--- src/rtl/frame_fetch_datapath_if.sv ---
// Bus bundle between the frame downloader FSM and its fetch datapath:
// the address-adder operands/result and the cache write/read ports.
interface frame_fetch_datapath_if #(
    parameter int WR_AW = 3
);
    logic [20:0]      add_a;
    logic [4:0]       add_b;
    logic             add_ce;
    logic [21:0]      add_sum;
    logic             wr_ce;
    logic [WR_AW-1:0] wr_addr;
    logic [31:0]      wr_data;
    logic             rd_ce;
    logic [WR_AW:0]   rd_addr;
    logic             rd_oce;
    logic [15:0]      rd_data;

    modport master (
        output add_a, add_b, add_ce,
        output wr_ce, wr_addr, wr_data,
        output rd_ce, rd_addr, rd_oce,
        input  add_sum, rd_data
    );

    modport slave (
        input  add_a, add_b, add_ce,
        input  wr_ce, wr_addr, wr_data,
        input  rd_ce, rd_addr, rd_oce,
        output add_sum, rd_data
    );
endinterface

--- src/rtl/frame_fetch_datapath.sv ---
// Frame fetch datapath: a registered 21+5-bit address adder that advances
// the SDRAM read address, plus a small simple-dual-port cache that takes
// 32-bit memory words and returns 16-bit pixels (little-endian halfwords).
// READ_MODE=0 gives a 1-cycle read; READ_MODE=1 adds an output register
// gated by rd_oce for a 2-cycle read.
module frame_fetch_datapath #(
    parameter int WR_DEPTH  = 8,
    parameter int READ_MODE = 0
) (
    input  logic                  clk,
    input  logic                  reset_n,
    frame_fetch_datapath_if.slave bus
);
    localparam int AW = $clog2(WR_DEPTH);

    // Cache storage is never reset; it powers up as all zeros.
    logic [31:0] r_mem [WR_DEPTH] = '{default: '0};

    logic [21:0] r_add_sum_p0;
    logic [15:0] r_rd_latch_p0;
    logic [31:0] w_rd_word;
    logic [15:0] w_rd_half;

    // Halfword address: upper bits pick the word, bit 0 picks the half.
    assign w_rd_word = r_mem[bus.rd_addr[AW:1]];
    assign w_rd_half = bus.rd_addr[0] ? w_rd_word[31:16] : w_rd_word[15:0];

    // ---- stage p0: adder register, full 22-bit sum keeps the carry-out
    always_ff @(posedge clk or negedge reset_n) begin
        if (!reset_n) begin
            r_add_sum_p0 <= '0;
        end else if (bus.add_ce) begin
            r_add_sum_p0 <= {1'b0, bus.add_a} + {17'b0, bus.add_b};
        end
    end

    // Cache write port; the read latch below samples the old word on a collision.
    always_ff @(posedge clk) begin
        if (bus.wr_ce) begin
            r_mem[bus.wr_addr] <= bus.wr_data;
        end
    end

    // ---- stage p0: read latch captures the selected halfword
    always_ff @(posedge clk or negedge reset_n) begin
        if (!reset_n) begin
            r_rd_latch_p0 <= '0;
        end else if (bus.rd_ce) begin
            r_rd_latch_p0 <= w_rd_half;
        end
    end

    generate
        if (READ_MODE == 1) begin : g_pipe
            logic [15:0] r_rd_data_p1;

            // ---- stage p1: optional output register, advanced only by rd_oce
            always_ff @(posedge clk or negedge reset_n) begin
                if (!reset_n) begin
                    r_rd_data_p1 <= '0;
                end else if (bus.rd_oce) begin
                    r_rd_data_p1 <= r_rd_latch_p0;
                end
            end

            assign bus.rd_data = r_rd_data_p1;
        end else begin : g_bypass
            // rd_oce has no effect in bypass mode.
            logic w_unused_oce;
            assign w_unused_oce = bus.rd_oce;
            assign bus.rd_data  = r_rd_latch_p0;
        end
    endgenerate

    assign bus.add_sum = r_add_sum_p0;
endmodule

--- src/flat_wrapper.sv ---
// flat-port wrapper written by rule: the top's interface ports become plain ports
module frame_fetch_datapath_flat 
#(
    parameter int WR_DEPTH  = 8,
    parameter int READ_MODE = 0
)
  (clk, reset_n, bus_add_a, bus_add_b, bus_add_ce, bus_wr_ce, bus_wr_addr, bus_wr_data, bus_rd_ce, bus_rd_addr, bus_rd_oce, bus_add_sum, bus_rd_data);
  frame_fetch_datapath_if #(.WR_AW(3)) bus_i ();
  input  logic clk;
  input  logic reset_n;
  input wire logic [$bits(bus_i.add_a)-1:0] bus_add_a;
  input wire logic [$bits(bus_i.add_b)-1:0] bus_add_b;
  input wire logic [$bits(bus_i.add_ce)-1:0] bus_add_ce;
  input wire logic [$bits(bus_i.wr_ce)-1:0] bus_wr_ce;
  input wire logic [$bits(bus_i.wr_addr)-1:0] bus_wr_addr;
  input wire logic [$bits(bus_i.wr_data)-1:0] bus_wr_data;
  input wire logic [$bits(bus_i.rd_ce)-1:0] bus_rd_ce;
  input wire logic [$bits(bus_i.rd_addr)-1:0] bus_rd_addr;
  input wire logic [$bits(bus_i.rd_oce)-1:0] bus_rd_oce;
  output wire logic [$bits(bus_i.add_sum)-1:0] bus_add_sum;
  output wire logic [$bits(bus_i.rd_data)-1:0] bus_rd_data;
  assign bus_i.add_a = bus_add_a;
  assign bus_i.add_b = bus_add_b;
  assign bus_i.add_ce = bus_add_ce;
  assign bus_i.wr_ce = bus_wr_ce;
  assign bus_i.wr_addr = bus_wr_addr;
  assign bus_i.wr_data = bus_wr_data;
  assign bus_i.rd_ce = bus_rd_ce;
  assign bus_i.rd_addr = bus_rd_addr;
  assign bus_i.rd_oce = bus_rd_oce;
  assign bus_add_sum = bus_i.add_sum;
  assign bus_rd_data = bus_i.rd_data;
  frame_fetch_datapath #(.WR_DEPTH(WR_DEPTH), .READ_MODE(READ_MODE)) u_core (.clk(clk), .reset_n(reset_n), .bus(bus_i));
endmodule
--- config.mk ---
export PLATFORM = sky130hd
export DESIGN_NAME = frame_fetch_datapath_flat
export DESIGN_NICKNAME = d
export VERILOG_FILES = /design/src/rtl/frame_fetch_datapath_if.sv /design/src/rtl/frame_fetch_datapath.sv /design/src/flat_wrapper.sv
export SDC_FILE = /design/constraint.sdc
export NUM_CORES = 1
export LEC_CHECK = 0
export ABC_AREA = 0
export CORE_UTILIZATION = 45
export DETAILED_ROUTE_END_ITERATION = 16
export GPL_TIMING_DRIVEN = 0
export PLACE_DENSITY = 0.72
export SYNTH_ARGS = -nofsm -noshare
export SYNTH_HDL_FRONTEND = slang
export SYNTH_SLANG_ARGS = --single-unit
--- constraint.sdc ---
create_clock -name clk -period 1 [get_ports clk]
set_input_delay 0.2 -clock clk [delete_from_list [all_inputs] [get_ports clk]]
set_output_delay 0.2 -clock clk [all_outputs]
set_load 0.02 [all_outputs]
# Word-level counts from Yosys, hierarchy flattened
# Memories as Yosys holds them, arrays and structs flattened.
# Index checks and enable logic that the tools add are counted.
# W data, S select, Z words.
[totals]
mem_count = 1
mem_bits_rw = 256
ff_bits = 38
elab_cells = 7
output_inout_bits = 38
[classes]
n_addsub = 1
mux = 3
[mem_list]
columns = ["memory", "words", "word_bits", "rd", "rd_clocked_by_memory_dff", "write_ports", "line", "rtl"]
rows = [
  ["u_core.r_mem", 8, 32, 1, 0, 1, "frame_fetch_datapath.sv:17", "logic [31:0] r_mem [WR_DEPTH] = '{default: '0};"],
]
[ops]
columns = ["op", "n"]
rows = [
  ["$add A21 B5 Y22", 1],
  ["$mux W16", 1],
  ["$mux W1", 2],
]

# Depth between registers and ports, before layout
# Gate-level depths: netlist of the first run.
[depth]
word_depth = 2
depth_mapped = 8

# Worst setup path before layout of the first run
# Ideal clock, no wire load.
[synth_path]
path_type = "input-to-reg"
from = "input bus_wr_addr[2]"
to = "memory u_core.r_mem[0][0], enable pin"
required_ns = 0.539
arrival_ns = 2.585
setup_slack_ns = -2.046
setup_ns = 0.461
path_stages = 2
cell_sequence = "nand2b_1 -> nor3_1"
[synth_rtl]
columns = ["item", "line", "rtl"]
rows = [
  ["start: declaration", "flat_wrapper.sv:15", "input wire logic [$bits(bus_i.wr_addr)-1:0] bus_wr_addr;"],
  ["end: declaration", "frame_fetch_datapath.sv:17", ""],
]
# Straight into the memory's write port.

# Final worst setup path of the first run
[layout_path]
from = "register u_core.r_rd_latch_p0[13], in the netlist u_core.bus.rd_data[13]"
to = "output bus_rd_data[13]"
[layout_rtl]
columns = ["item", "line", "rtl"]
rows = [
  ["start: declaration", "frame_fetch_datapath.sv:20", "logic [15:0] r_rd_latch_p0;"],
  ["start signal: assignment", "frame_fetch_datapath.sv:49", "r_rd_latch_p0 <= w_rd_half;"],
  ["end: declaration", "flat_wrapper.sv:21", "output wire logic [$bits(bus_i.rd_data)-1:0] bus_rd_data;"],
]
# No word-level cell between the ends.

==> run summary, run 1 <==
Port bufs: 104
Crit start category: register
Reg power frac: 49.0%
Antenna-violating nets left: 0
Rows: 58
N_diodes: 0
Min-delay worst type: in2reg
GRT Util Overall: 22.7%
Met1 Usage GRT: 28.4%
Comb pwr share: 11.9%
Final period utilization: 135%
Failing checks: negative setup slack
Final setup fails: 62
Status: finished with violations
H-tree lvl count: 1
CP Data Required Time: 0.80 ns
Clk network pwr share: 39.1%
Fin Hold WS: 0.0313 ns
First-pass GRT wire length: 44.5 mm
Setup ws final: -0.355 ns
Initial Util: 46.3%
Slew margin rel.: 55.7%
Die ar.: 26800 um2
Post-synthesis net count: 815
Area delta synth->final: 36.1%
Initial antenna violation count: 1
Drt pass-1 iters: 5
Mapped Area: 11800 um2
Cells after Synth: 738
Routed len/inst: 23.3 um
Max incr delay on CP: 0.43 ns
DP HPWL: 16.7 mm
Vias: 7482
Clock skew: 0.0197 ns
Grt peak-use layer: met2
Fill cells: 1777
Flops & latches, synth: 294
Unrepaired setup endpoints after global routing: true
CP Max Fanout: 2
Synth Flop Type: edfxtp_1
IO Pins: 109
Least-Margin Pin Slew: 0.664 ns
Maximum clock frequency: 738 MHz
DRC violations left: 0
Switching Share: 23.1%
Crit-path leading delay family: flip-flops
CTS Buffer Depth: 3
Vias per inst: 5.72
Sink Count: 294
GP Congestion: 0.820
Die X: 164 um
Max-cap violations: 0
Layout Cells excl Fill: 1308
Worst setup EP type: output pin
PwrDens: 1810 nW/um2
TritonCTS clock tree: yes
CTS clk-pin slew, worst paths: 0.06 ns
Worst path cell trace: buf_6
Distinct cells, synth: 38
Post-synthesis sequential area ratio: 73.4%
Core area: 25400 um2
Die Height: 164 um
Nets: 1031
Yosys warning count: 0
Root buffer cell: clkbuf_16
GRT overflow: 0
Peak supply drop: 1.92 mV
Number of synthesized flops with an enable pin: 256
Crit-path slowest cell: dfrtp_1
Commonest non-fill, non-tap cell in the layout: edfxtp_1
Final Hold Vio Count: 0
Fin crit period: 1.35 ns
Met3 Usage GRT: 3.81%
Most frequent cells in the layout: 256 x edfxtp_1, 128 x mux2i_1, 56 x buf_6, 42 x buf_4, 39 x a22oi_1
Critical path class: reg2out
NetSw: 6.69 mW
GR Util met2: 39.7%
Avg Cell Area, Syn: 15.9 um2
Count of final max-slew check failures: 0
Total clock buffers created by CTS: 30
Asr flop ratio synth: 12.9%
Iteration-0 DRC Markers: 738
Pin count of the biggest net entering global routing: 36
Cell Count Post-Placement: 1177
Total routed wirelength: 30.5 mm
P_int: 22.2 mW
Vias in the first global route: 7550
Skew-Pair Late Insertion Delay: 0.56 ns
Buffers & Inverters on Critical Path: 1
Layout cells sized above 1: 30.8%
CP arrival: 1.15 ns
Leakage power: 5.93 nW
-- flip-flops by register name, summed over array words and instances, names as in the netlist --
register and cells:
u_core.bus.add_sum 22, u_core.r_mem 256, u_core.bus.rd_data 16
-- logic make-up (layout without fill, tap and decap cells) --
logic type      after synthesis  in the layout  share of synthesized area [%]
simple gates                142            148                           6.24
compound gates              106            106                           5.94
buf+inv                      47            281                           1.66
xor+xnor                     12             12                          0.893
mux                         131            131                           11.2
flops                       294            294                           73.4
fa+ha+maj                     6              6                          0.702
-- power groups by stage --
| stage | sequential [mW] | combinational [mW] | clock (mW) |
|---|---|---|---|
| 2_1_floorplan | 14.6 | 1.22 | 0 |
| 5_1_grt | 14.2 | 3.64 | 11.9 |
| 3_5_place_dp | 14.4 | 2.79 | 0 |
| 3_3_place_gp | 14.4 | 2.71 | 0 |
| 4_1_cts | 14.2 | 3.26 | 11.4 |
| 6_report | 14.2 | 3.44 | 11.3 |
-- synthesized netlist by cell type, types with 3 or more instances --
master,instances,area [um2]
a211oi_1,3,22.5
edfxtp_1,256,7690
or3_1,5,31.3
inv_1,5,18.8
buf_2,15,75.1
nand2b_1,20,125
nor3_1,3,15.0
xor2_1,10,87.6
nor2b_1,3,18.8
nor2_1,25,93.8
a31oi_1,5,31.3
a22oi_1,48,360
clkbuf_1,27,101
nand4_1,17,106
a21o_1,4,30.0
nand2_1,23,86.3
dfrtp_1,38,951
o2111ai_1,3,26.3
mux2i_1,128,1280
mux2_2,3,33.8
a21oi_1,27,135
nand3_1,37,185
ha_1,5,62.6
o21ai_0,9,45.0
-- metal layers --
layer | wire (um) | vias to the layer above
met3 | 1950 | 76
met2 | 15400 | 300
met1 | 12200 | 3778
li1 | - | 3326
met5 | 12 | -
met4 | 938 | 2
-- repair_timing --
item | in CTS | in global routing
resized for setup | 383 | 22
gates cloned | 6 | 0
pin swaps | 63 | 48
hold endpoints to repair | 39 | 0
buffers inserted | 54 | 16
hold buffers | 3 | 0
endpoints found under the setup margin | 331 | 88
-- per-stage QoR --
stage	utilization (%)	total power [mW]	area, um2	setup slack (ns)	TNS [ns]
after floorplan	-	15.8	12200	-0.806	-94.19
after global placement	53.9	17.1	13700	-1.96	-513.13
after detailed placement	54.3	17.2	13800	-1.59	-432.69
after CTS	62.3	28.8	15800	-0.346	-14.04
after global routing	63.1	29.7	16000	-0.369	-16.58
final	63.1	28.9	16000	-0.355	-14.44
-- cell type report --
class,count,area (um2),area share (%)
buffer,39,465,2.91
clock buffer,36,835,5.21
clock inverter,20,174,1.09
inverter,5,18.8,0.117
multi-input combinational,403,3460,21.6
sequential,294,8640,53.9
tap,330,413,2.58
timing repair buffer,181,2010,12.6
-- path summary, 6_finish.rpt --
path	from	endpoint	slack (ns)	cells after the start
max in group asynchronous	reset_n	u_core.bus.add_sum[1]$_DFFE_PN0P_	0.25	3
min in group asynchronous	reset_n	u_core.bus.add_sum[4]$_DFFE_PN0P_	0.17	3
max	u_core.bus.rd_data[13]$_DFFE_PN0P_	bus_rd_data[13]	-0.35	1
min reg2reg	u_core.bus.add_sum[0]$_DFFE_PN0P_	u_core.bus.add_sum[0]$_DFFE_PN0P_	0.54	1
max reg2reg	u_core.r_mem[3][27]$_DFFE_PP_	u_core.bus.rd_data[11]$_DFFE_PN0P_	-0.05	4
min	bus_add_a[9]	u_core.bus.add_sum[9]$_DFFE_PN0P_	0.03	3
Note: power is estimated with default switching activity, not from simulation.
==> run 2, diff against run 1 <==
--- a/config.mk
+++ b/config.mk
@@ -6,6 +6,7 @@
 export NUM_CORES = 1
 export LEC_CHECK = 0
 export ABC_AREA = 0
+export CORE_ASPECT_RATIO = 1.75
 export CORE_UTILIZATION = 45
 export DETAILED_ROUTE_END_ITERATION = 16
 export GPL_TIMING_DRIVEN = 0
==> run summary, run 2 (synthesis results as in run 1) <==
CP arrival: 1.80 ns (was 1.15 ns)
Most frequent cells in the layout: 256 x edfxtp_1, 127 x mux2i_1, 57 x buf_6, 44 x buf_4, 37 x dfrtp_1 (was 256 x edfxtp_1, 128 x mux2i_1, 56 x buf_6, 42 x buf_4, 39 x a22oi_1)
Status: finished with violations (unchanged)
Total clock buffers created by CTS: 26 (was 30)
Initial Util: 45.7% (was 46.3%)
Crit-path leading delay family: simple AND/OR/NAND/NOR gates (was flip-flops)
First-pass GRT wire length: 45.1 mm (was 44.5 mm)
Final setup fails: 62 (unchanged)
Skew-Pair Late Insertion Delay: 0.53 ns (was 0.56 ns)
Vias in the first global route: 7469 (was 7550)
Crit start category: primary input (was register)
Initial antenna violation count: 0 (was 1)
Failing checks: negative setup slack (unchanged)
Drt pass-1 iters: 5 (unchanged)
Worst setup EP type: register (was output pin)
Die ar.: 26800 um2 (about the same)
IO Pins: 109 (unchanged)
Largest Register: u_core.r_mem (unchanged)
CP Data Required Time: 1.45 ns (was 0.80 ns)
CTS clk-pin slew, worst paths: 0.07 ns (was 0.06 ns)
Max-cap violations: 0 (unchanged)
Routed len/inst: 23.6 um (was 23.3 um)
Antenna-violating nets left: 0 (unchanged)
Die X: 124 um (was 164 um)
N_diodes: 0 (unchanged)
Reg power frac: 52.4% (was 49.0%)
Max incr delay on CP: 0.38 ns (was 0.43 ns)
Port bufs: 104 (unchanged)
Storage cell area: 8640 um2 (about the same)
Root buffer cell: clkbuf_16 (unchanged)
Comb pwr share: 12.4% (was 11.9%)
Pin count of the biggest net entering global routing: 21 (was 36)
Total routed wirelength: 30.4 mm (was 30.5 mm)
Clock skew: 0.00705 ns (was 0.0197 ns)
Layout Cells excl Fill: 1286 (was 1308)
H-tree lvl count: 1 (unchanged)
Core area: 25800 um2 (was 25400 um2)
Switching Share: 23.1% (about the same)
Rows: 78 (was 58)
Peak supply drop: 1.44 mV (was 1.92 mV)
Max reg flops: 256 (unchanged)
Buffers & Inverters on Critical Path: 2 (was 1)
Fin crit period: 1.34 ns (was 1.35 ns)
Setup ws final: -0.345 ns (was -0.355 ns)
Layout cells sized above 1: 29.5% (was 30.8%)
Setup slack at placement: -1.65 ns (was -1.59 ns)
DP HPWL: 18.0 mm (was 16.7 mm)
Min-delay worst type: in2reg (unchanged)
Vias: 7429 (was 7482)
Fin Hold WS: 0.00742 ns (was 0.0313 ns)
PwrDens: 1720 nW/um2 (was 1810 nW/um2)
TritonCTS clock tree: yes (unchanged)
P_int: 20.8 mW (was 22.2 mW)
Fill cells: 1831 (was 1777)
Area delta synth->final: 33.9% (was 36.1%)
Die Height: 216 um (was 164 um)
Count of final max-slew check failures: 0 (unchanged)
Vias per inst: 5.78 (was 5.72)
GRT Util Overall: 22.7% (about the same)
Slew margin rel.: 58.3% (was 55.7%)
Leakage power: 5.83 nW (was 5.93 nW)
DRC violations left: 0 (unchanged)
Commonest non-fill, non-tap cell in the layout: edfxtp_1 (unchanged)
Iteration-0 DRC Markers: 417 (was 738)
CTS Buffer Depth: 3 (unchanged)
CP Max Fanout: 4 (was 2)
Worst path cell trace: buf_6 -> ha_4 -> inv_2 -> fa_2 -> nor2b_2 -> o31a_1 -> o21ai_2 -> or3_1 -> a31oi_1 (was buf_6)
Maximum clock frequency: 744 MHz (was 738 MHz)
GP Congestion: 0.830 (was 0.820)
Critical path class: in2reg (was reg2out)
Sink Count: 294 (unchanged)
Clk network pwr share: 35.2% (was 39.1%)
Final Hold Vio Count: 0 (unchanged)
Nets: 1024 (was 1031)
Crit-path slowest cell: or3_1 (was dfrtp_1)
Multi-input logic area: 3490 um2 (was 3460 um2)
GRT overflow: 0 (unchanged)
Unrepaired setup endpoints after global routing: true (unchanged)
Least-Margin Pin Slew: 0.626 ns (was 0.664 ns)
NetSw: 6.26 mW (was 6.69 mW)
Cell Count Post-Placement: 1167 (was 1177)
Final period utilization: 134% (was 135%)
==> run 2: cell types whose count changed in the layout (fill, tap and decap cells not counted), moves of 4 or more <==
cell,previous run,this run
a22oi_1,39,34
a22oi_2,9,14
buf_12,22,15
clkbuf_1,8,16
clkbuf_8,13,9
clkdlybuf4s15_2,9,4
clkinv_2,13,4
dlymetal6s2s_1,0,4
nand3_1,30,25
nand3_2,6,12
==> run 2: layout make-up <==
class                           count  share of cell area, %
Sequential cell                   294                   54.8
Multi-Input combinational cell    403                   22.2
Timing Repair Buffer              177                   12.0
Clock buffer                       37                   4.59
Buffer                             40                   3.31
Tap cell                          320                   2.54
Inverter                            5                  0.119
Clock inverter                     10                  0.460
==> run 2: timing repair <==
action	CTS	global route
hold endpoints to repair	19	1
gates cloned	6	0
pin swaps	66	52
endpoints found under the setup margin	331	97
resized for setup	362	44
hold buffers	2	1
setup buffers	50	17
==> run 2: stage by stage <==
step | cell area (um2) | setup TNS [ns] | power, mW | utilization (%)
floorplan | 12200 | -94.19 | 15.8 | -
global placement | 13700 | -522.43 | 17.1 | 53.0
detailed placement | 13800 | -429.36 | 17.2 | 53.5
CTS | 15600 | -15.24 | 27.0 | 60.4
global route | 15800 | -16.89 | 27.9 | 61.2
finish | 15800 | -14.20 | 27.1 | 61.2
==> run 2: worst paths after layout <==
check / from / endpoint / slack (ns) / cells past startpoint
worst max-delay path: bus_add_b[0] / u_core.bus.add_sum[20]$_DFFE_PN0P_ / -0.34 / 9
worst max register to register: u_core.r_mem[1][25]$_DFFE_PP_ / u_core.bus.rd_data[9]$_DFFE_PN0P_ / -0.09 / 4
max in group asynchronous: reset_n / u_core.bus.add_sum[9]$_DFFE_PN0P_ / 0.26 / 3
worst min register to register: u_core.bus.add_sum[1]$_DFFE_PN0P_ / u_core.bus.add_sum[1]$_DFFE_PN0P_ / 0.52 / 2
worst min-delay path: bus_add_a[13] / u_core.bus.add_sum[13]$_DFFE_PN0P_ / 0.007 / 3
min in group asynchronous: reset_n / u_core.bus.add_sum[0]$_DFFE_PN0P_ / 0.22 / 2
==> run 2: routing by layer <==
layer  GRT usage (%)  share of wire, %  vias up
met5               0                 0        -
met4            10.4               4.3        0
met3            3.00               5.9       80
met2            43.1                56      333
met1            24.8                34     3724
li1                -                 -     3292
==> run 2: worst register-to-register path, delay by kind of cell, from the launching register on <==
kind / cells / cell delay, ns
mux: 1 / 0.21
compound gates: 1 / 0.11
simple gates: 2 / 0.28
flops: 1 / 0.37
==> run 2: power groups by stage <==
stage	logic [mW]	clock network, mW	registers (mW)
after floorplan	1.22	0	14.6
after global placement	2.72	0	14.4
after detailed placement	2.80	0	14.4
after CTS	3.25	9.63	14.2
after global routing	3.56	10.1	14.2
final	3.37	9.51	14.2
==> run 3, diff against run 2 <==
--- a/config.mk
+++ b/config.mk
@@ -6,6 +6,7 @@
 export NUM_CORES = 1
 export LEC_CHECK = 0
 export ABC_AREA = 0
+export CAP_MARGIN = 20
 export CORE_ASPECT_RATIO = 1.75
 export CORE_UTILIZATION = 45
 export DETAILED_ROUTE_END_ITERATION = 16
==> run summary, run 3 (synthesis results as in run 1) <==
Status: finished with violations (unchanged)
Failing checks: negative setup slack (unchanged)
H-tree lvl count: 1 (unchanged)
Clock skew: 0.0215 ns (was 0.00705 ns)
Vias: 7247 (was 7429)
Die X: 124 um (unchanged)
GRT Util Overall: 22.8% (was 22.7%)
Layout Cells excl Fill: 1285 (was 1286)
Port bufs: 104 (unchanged)
Vias in the first global route: 7597 (was 7469)
Critical path class: reg2out (was in2reg)
Fin crit period: 1.35 ns (was 1.34 ns)
Total routed wirelength: 30.3 mm (was 30.4 mm)
GP Congestion: 0.830 (unchanged)
Iteration-0 DRC Markers: 402 (was 417)
Maximum clock frequency: 742 MHz (was 744 MHz)
Cell Count Post-Placement: 1171 (was 1167)
Initial antenna violation count: 0 (unchanged)
TritonCTS clock tree: yes (unchanged)
Max incr delay on CP: 0.44 ns (was 0.38 ns)
Sink Count: 294 (unchanged)
Slew margin rel.: 58.9% (was 58.3%)
First-pass GRT wire length: 45.5 mm (was 45.1 mm)
Vias per inst: 5.64 (was 5.78)
CTS Buffer Depth: 3 (unchanged)
Area delta synth->final: 33.9% (about the same)
Die Height: 216 um (unchanged)
Final non-filler cell area: 15800 um2 (about the same)
Final Hold Vio Count: 0 (unchanged)
Setup tns final: -14.51 ns (was -14.20 ns)
PwrDens: 1750 nW/um2 (was 1720 nW/um2)
CP Data Required Time: 0.80 ns (was 1.45 ns)
Nets: 1020 (was 1024)
Min-delay worst type: in2reg (unchanged)
Total clock buffers created by CTS: 27 (was 26)
CP arrival: 1.15 ns (was 1.80 ns)
Least-Margin Pin Slew: 0.616 ns (was 0.626 ns)
Commonest non-fill, non-tap cell in the layout: edfxtp_1 (unchanged)
Max-cap violations: 0 (unchanged)
DRC violations left: 0 (unchanged)
Crit-path leading delay family: flip-flops (was simple AND/OR/NAND/NOR gates)
DP HPWL: 18.8 mm (was 18.0 mm)
Worst setup EP type: output pin (was register)
IO Pins: 109 (unchanged)
Die ar.: 26800 um2 (unchanged)
Fin Hold WS: 0.00815 ns (was 0.00742 ns)
Largest Register: u_core.r_mem (unchanged)
Setup ws final: -0.348 ns (was -0.345 ns)
Final period utilization: 135% (was 134%)
Unrepaired setup endpoints after global routing: true (unchanged)
Drt pass-1 iters: 5 (unchanged)
Count of final max-slew check failures: 0 (unchanged)
Layout cells sized above 1: 29.8% (was 29.5%)
Worst path cell trace: buf_6 (was buf_6 -> ha_4 -> inv_2 -> fa_2 -> nor2b_2 -> o31a_1 -> o21ai_2 -> or3_1 -> a31oi_1)
Rows: 78 (unchanged)
Total power draw: 27.5 mW (was 27.1 mW)
Initial Util: 45.7% (unchanged)
Max reg flops: 256 (unchanged)
CTS clk-pin slew, worst paths: 0.07 ns (about the same)
GRT overflow: 0 (unchanged)
Skew-Pair Late Insertion Delay: 0.55 ns (was 0.53 ns)
Most frequent cells in the layout: 256 x edfxtp_1, 127 x mux2i_1, 53 x buf_6, 46 x buf_4 (was 256 x edfxtp_1, 127 x mux2i_1, 57 x buf_6, 44 x buf_4, 37 x dfrtp_1)
Routed len/inst: 23.6 um (about the same)
Crit-path slowest cell: dfrtp_1 (was or3_1)
Antenna-violating nets left: 0 (unchanged)
Final setup fails: 60 (was 62)
CP Max Fanout: 2 (was 4)
Crit start category: register (was primary input)
Placed Area: 13900 um2 (was 13800 um2)
Setup slack at placement: -1.68 ns (was -1.65 ns)
Leakage power: 5.80 nW (was 5.83 nW)
Pin count of the biggest net entering global routing: 23 (was 21)
Core area: 25800 um2 (unchanged)
Final core occ: 61.2% (about the same)
Buffers & Inverters on Critical Path: 1 (was 2)
Peak supply drop: 1.41 mV (was 1.44 mV)
Root buffer cell: clkbuf_16 (unchanged)
-- run 3: worst paths after layout --
path	from	endpoint	slack, ns	cells after the start
max in group asynchronous	reset_n	u_core.bus.add_sum[9]$_DFFE_PN0P_	0.29	3
min in group asynchronous	reset_n	u_core.bus.add_sum[2]$_DFFE_PN0P_	0.18	2
setup reg to reg	u_core.r_mem[3][25]$_DFFE_PP_	u_core.bus.rd_data[9]$_DFFE_PN0P_	-0.08	4
hold reg to reg	u_core.bus.add_sum[1]$_DFFE_PN0P_	u_core.bus.add_sum[1]$_DFFE_PN0P_	0.52	2
hold / removal	bus_add_a[14]	u_core.bus.add_sum[14]$_DFFE_PN0P_	0.008	3
setup / recovery	u_core.bus.rd_data[7]$_DFFE_PN0P_	bus_rd_data[7]	-0.35	1
-- run 3: repair_timing --
item                       CTS  global route
pin swaps                   72            42
setup buffers               47            15
gates resized for setup    383            14
hold buffers                 2             0
gates cloned                 2             0
setup endpoints to repair  331            72
hold endpoints to repair    19             0
-- run 3: cell type report --
cell class	count	area (um2)
fillers	1837	10000
flip-flops and latches	294	8640
multi-input cells	399	3460
repair buffers	176	1880
clock buffers	32	694
plain buffers	40	504
well taps	320	400
clock inverters	18	151
inverters	5	18.8
diodes	1	2.50
-- run 3: layer usage --
layer  global-route usage (%)  vias up  share of wire, %
met3                     3.20       62               5.0
met4                     11.2        0               4.4
met1                     24.1     3640                35
met2                     43.5      260                56
li1                         -     3285                 -
met5                        0        -                 0
-- run 3: power by group --
part / switching, mW / internal, mW
Clock: 4.45 / 5.51
Sequential: 0.273 / 13.9
Combinational: 1.75 / 1.62
